===== src/rtl/counter_pkg.sv =====
// counter_pkg: shared mode and direction encodings for the range counter family.
// Revision 1.0
`default_nettype none

package counter_pkg;

   typedef enum logic [1:0] {
      MODE_UP      = 2'd0,
      MODE_DOWN    = 2'd1,
      MODE_TRI     = 2'd2,
      MODE_ONESHOT = 2'd3
   } mode_e;

   localparam logic DIR_UP   = 1'b0;
   localparam logic DIR_DOWN = 1'b1;

endpackage

`default_nettype wire


===== src/rtl/range_window_cmp.sv =====
// range_window_cmp: combinational inclusive window compare (lo <= value <= hi).
// Revision 1.0
`default_nettype none

module range_window_cmp #(
   parameter int WIDTH = 4
) (
   input  logic [WIDTH-1:0] value_i,
   input  logic [WIDTH-1:0] lo_i,
   input  logic [WIDTH-1:0] hi_i,
   output logic             in_window_o
);

   assign in_window_o = (value_i >= lo_i) && (value_i <= hi_i);

endmodule

`default_nettype wire


===== src/rtl/updown_range_counter.sv =====
// updown_range_counter: programmable-limit up/down/triangle/one-shot counter with window compare.
// Revision 1.0
`default_nettype none

module updown_range_counter
   import counter_pkg::*;
#(
   parameter int WIDTH = 4
) (
   input  logic             clk,
   input  logic             reset,
   input  logic             en,
   input  logic [1:0]       mode,
   input  logic [WIDTH-1:0] lo,
   input  logic [WIDTH-1:0] hi,
   input  logic             load,
   input  logic [WIDTH-1:0] load_val,
   input  logic [WIDTH-1:0] win_lo,
   input  logic [WIDTH-1:0] win_hi,
   output logic [WIDTH-1:0] count,
   output logic             dir,
   output logic             in_window,
   output logic             turn,
   output logic             done,
   output logic             cfg_err
);

   localparam logic [WIDTH-1:0] STEP = {{(WIDTH-1){1'b0}}, 1'b1};

   logic [WIDTH-1:0] count_q, count_d;
   logic             dir_q, dir_d;
   logic             turn_q, turn_d;
   logic             done_q, done_d;
   mode_e            mode_q, mode_d;
   mode_e            mode_w;
   logic             cfg_err_w;
   logic             out_of_range_w;

   assign mode_w         = mode_e'(mode);
   assign cfg_err_w      = (lo > hi);
   assign out_of_range_w = (count_q < lo) || (count_q > hi);

   always_comb begin
      count_d = count_q;
      dir_d   = dir_q;
      turn_d  = 1'b0;
      done_d  = done_q;
      mode_d  = mode_q;
      if (load) begin
         count_d = load_val;
         done_d  = 1'b0;
      end else if (en) begin
         // mode_q remembers the mode of the last enabled step so a switch clears done
         mode_d = mode_w;
         if (mode_w != mode_q) begin
            done_d = 1'b0;
         end
         if (cfg_err_w) begin
            count_d = lo;
            dir_d   = DIR_UP;
         end else if (out_of_range_w) begin
            if (mode_w == MODE_DOWN) begin
               count_d = hi;
               dir_d   = DIR_DOWN;
            end else begin
               count_d = lo;
               dir_d   = DIR_UP;
            end
         end else begin
            case (mode_w)
               MODE_UP: begin
                  dir_d = DIR_UP;
                  if (count_q == hi) begin
                     count_d = lo;
                     turn_d  = 1'b1;
                  end else begin
                     count_d = count_q + STEP;
                  end
               end
               MODE_DOWN: begin
                  dir_d = DIR_DOWN;
                  if (count_q == lo) begin
                     count_d = hi;
                     turn_d  = 1'b1;
                  end else begin
                     count_d = count_q - STEP;
                  end
               end
               MODE_TRI: begin
                  if (lo == hi) begin
                     dir_d  = ~dir_q;
                     turn_d = 1'b1;
                  end else if (dir_q == DIR_UP && count_q == hi) begin
                     count_d = hi - STEP;
                     dir_d   = DIR_DOWN;
                     turn_d  = 1'b1;
                  end else if (dir_q == DIR_DOWN && count_q == lo) begin
                     count_d = lo + STEP;
                     dir_d   = DIR_UP;
                     turn_d  = 1'b1;
                  end else if (dir_q == DIR_UP) begin
                     count_d = count_q + STEP;
                  end else begin
                     count_d = count_q - STEP;
                  end
               end
               default: begin
                  // One-shot: done rises exactly once, on the edge that reaches hi
                  if (count_q == hi) begin
                     if (!done_d) begin
                        done_d = 1'b1;
                        turn_d = 1'b1;
                     end
                  end else begin
                     count_d = count_q + STEP;
                     if (count_d == hi) begin
                        done_d = 1'b1;
                        turn_d = 1'b1;
                     end
                  end
               end
            endcase
         end
      end
   end

   always_ff @(posedge clk) begin
      if (!reset) begin
         count_q <= '0;
         dir_q   <= DIR_UP;
         turn_q  <= 1'b0;
         done_q  <= 1'b0;
         mode_q  <= MODE_UP;
      end else begin
         count_q <= count_d;
         dir_q   <= dir_d;
         turn_q  <= turn_d;
         done_q  <= done_d;
         mode_q  <= mode_d;
      end
   end

   range_window_cmp #(
      .WIDTH(WIDTH)
   ) u_win (
      .value_i    (count_q),
      .lo_i       (win_lo),
      .hi_i       (win_hi),
      .in_window_o(in_window)
   );

   assign count   = count_q;
   assign dir     = dir_q;
   assign turn    = turn_q;
   assign done    = done_q;
   assign cfg_err = cfg_err_w;

endmodule

`default_nettype wire


===== config.mk =====
export PLATFORM = sky130hd
export DESIGN_NAME = updown_range_counter
export DESIGN_NICKNAME = d
export VERILOG_FILES = /design/src/rtl/counter_pkg.sv /design/src/rtl/range_window_cmp.sv /design/src/rtl/updown_range_counter.sv
export SDC_FILE = /design/constraint.sdc
export NUM_CORES = 1
export LEC_CHECK = 0
export ABC_CLOCK_PERIOD_IN_PS = 4100
export CAP_MARGIN = 20
export CORE_MARGIN = 8
export CORE_UTILIZATION = 34
export CTS_CLUSTER_DIAMETER = 100
export DETAILED_ROUTE_END_ITERATION = 16
export DONT_BUFFER_PORTS = 1
export SYNTH_ARGS = -nofsm -noshare
export SYNTH_HDL_FRONTEND = slang
export SYNTH_SLANG_ARGS = --single-unit

===== constraint.sdc =====
create_clock -name clk -period 4.1 [get_ports clk]
set_clock_uncertainty 0.2 [all_clocks]
set_input_delay 0.82 -clock clk [delete_from_list [all_inputs] [get_ports clk]]
set_output_delay 0.82 -clock clk [all_outputs]
set_load 0.01 [all_outputs]

==> results.cfg <==
[layout]
fillerInstances = 482
utilization = 0.364
final_layout_size_suffix_gt1_frac = 0.0631
final_nets = 261
area_growth_pct = 4.07
multi_input_area_sq_um = 1310
diodes = 0
register_area_sq_um = 180

[logic_synthesis]
syn_area_sq_um = 1630
synth_mux_area_frac = 0.0246
ys_warn_count = 0
syn-instance-count = 210
avgSynthCellArea_sq_um = 7.76
yosysTopAreaCell = ha_1
synthAdderAreaFrac = 0.215
yosys_most_used_dff = dfxtp_1
synthXorXnorAreaFrac = 0.0645
synth_simple_gate_area_frac = 0.178
yosysMostFrequentCell = ha_1
synth_edf_count = 0
synth_top_area_frac = 0.215
synth_top_family_by_area = compound AO/OA/AOI/OAI gates
synth_cell_types = 57
synth_compound_area_frac = 0.323
ys_top_cells_by_area = ha_1 (22%), dfxtp_1 (11%), inv_1 (5.3%), nand2_1 (4.1%), xnor2_1 (3.8%)
yosysSeqAreaShare = 0.111
synth-seq-cells = 9
async_reset_ff_frac = 0
ys_top_cells_by_count = ha_1 (28), inv_1 (23), nand2_1 (18)
syn_nets = 264

[detailed_routing]
dr.pass1.iters = 4
drtIter0Drc = 211
via_count = 1600
wire_per_inst_um = 18.5
viasPerCell = 6.15
wirelength_um = 4800
drc = 0
ant_nets = 0

[setup_path]
slowest_delay_ps = 610
worst-endpoint-arrival_ps = 2090
cp-end-kind = output pin
cp_cell_sequence = inv_1 -> ha_1 -> nand2b_1 -> a21o_1 -> a21o_1 -> a21oi_1 -> nor2_1
cp.required_ps = 3080
setup.worst_path.start_class = register
cp_max_fo = 10
crit_top_cell = a21o_1
crit_slowest_cell = dfxtp_1
critPathKind = register to output pin

[timing]
rsz0062_at_grt = false
fin_hold_ws_ps = 344
setup-violations-final = 0
max_freq_mhz = 322
final-hold-violation-count = 0
fin_tns_setup_ps = 0
layout_min_cycle_time_ps = 3110
maxSlewViolCount = 0
slew_headroom = 0.651
worst-slew-pin-transition_ps = 522
min_period_over_period = 0.757

[cts]
cts_hold_buf = 0
cts_resized = 0
clkLatencyLatePin_ps = 230
clock-sinks = 9
cts_tree = built
post_cts_buffers = 0
clockRootBuffer = clkbuf_8
cts.clk_slew.worst_paths_ps = 40
cts_htree_levels = 1
cts.path.max_buffers = 2
cts_buffers = 3

[place]
hpwl_um = 3870
gp_congestion = 0.918
portBuffers = 0

[floorplanning]
fp.dieH_um = 85.2
core_sq_um = 4660
boundaryPins = 35
die-area_sq_um = 7260
rows = 25
initial_core_util = 0.350
die_w_um = 85.2

[power]
power.leakage_nw = 0.758
power.total_mw = 0.390
power_density_nw_per_um2 = 230
ir_drop_uv = 165

[hold_path]
hold_class = register to register

[global_routing]
globalRouteMet1Util = 0.159
gr-usage-met3 = 0.0405
grt_first_pass_wirelength_um = 7810
busiest_layer = met2
antenna_found_initial = 0
grtUsageMet2 = 0.218
grt_usage = 0.132
grt_overflow_total = 0
grt_pass1_vias = 1545
grt_max_degree = 14

[job]
max_cap_violations = 0

[outcome]
status = completed
## metal layers
layer / routed length (um) / part of all wire
met1: 2050 / 0.43
met3: 445 / 0.093
met2: 2240 / 0.47
met4: 74 / 0.015
met5: 0 / 0
## report_power, final
group          switching, mW  internal, mW  total (mW)
sequential            0.0161        0.0931       0.109
combinational          0.105        0.0729       0.178
clock                 0.0347        0.0677       0.102
total                  0.156         0.234       0.390
## layout make-up
| type | count | area share |
|---|---|---|
| Sequential cell | 9 | 0.106 |
| Inverter | 24 | 0.0531 |
| Multi-Input combinational cell | 169 | 0.774 |
| Clock buffer | 4 | 0.0266 |
| Tap cell | 54 | 0.0399 |
## cells in the final DEF, fill, tap and decap left out, types with 2 or more instances in the layout
cell type | synthesis | layout
ha_1 | 28 | 28
inv_1 | 23 | 23
nand2_1 | 18 | 18
o21ai_0 | 12 | 12
a21oi_1 | 10 | 10
dfxtp_1 | 9 | 9
nor2b_1 | 8 | 8
nor2_1 | 7 | 7
xnor2_1 | 7 | 7
nand3_1 | 5 | 5
xor2_1 | 5 | 5
a41oi_1 | 4 | 4
mux2i_1 | 4 | 4
o221ai_1 | 4 | 4
a31oi_1 | 4 | 4
a21o_1 | 3 | 3
nand4_1 | 3 | 3
nand2b_1 | 3 | 3
and4_1 | 3 | 3
a211oi_1 | 3 | 3
clkbuf_8 | 0 | 3
o211a_1 | 2 | 2
o211ai_1 | 2 | 2
o21ai_1 | 2 | 2
a221o_1 | 2 | 2
a22oi_1 | 2 | 2
nor4_1 | 2 | 2
## worst paths after layout
path                  start         to  slack, ps  cells past startpoint
hold reg to reg   mode_q[1]  mode_q[1]        340                      2
setup / recovery   count[0]  in_window        990                      7
hold / removal    mode_q[1]  mode_q[1]        340                      2
setup reg to reg   count[0]   count[0]       1060                      8
## flip-flops by register name (all words and copies together), names as in the netlist
register	count
count	4
dir	1
done	1
mode_q	2
turn	1
## critical path: cells and delay by family, from the launching register on
kind                       cells  cell delay [ps]
AOI/OAI and AO/OA              3              490
adders and majority gates      1              310
buffers and inverters          1              220
DFF                            1              610
and+or+nand+nor                2              210
## stage by stage
| step | setup WS [ps] | std cells | instance area, sq um |
|---|---|---|---|
| after floorplan | 1270 | 210 | 1630 |
| after global placement | 1040 | 256 | 1650 |
| after detailed placement | 1070 | 256 | 1650 |
| after CTS | 979 | 260 | 1700 |
| after global routing | 854 | 260 | 1700 |
| final | 994 | 260 | 1700 |
## logic make-up (layout without fill, tap and decap cells)
group                    count (synthesis)  after routing
adder cells (fa/ha/maj)                 28             28
multiplexers                             4              4
AO/OA/AOI/OAI                           70             70
buffers and inverters                   32             28
flip-flops                               9              9
AND/OR/NAND/NOR                         55             55
XOR/XNOR                                12             12
Note: power is estimated with default switching activity, not from simulation.
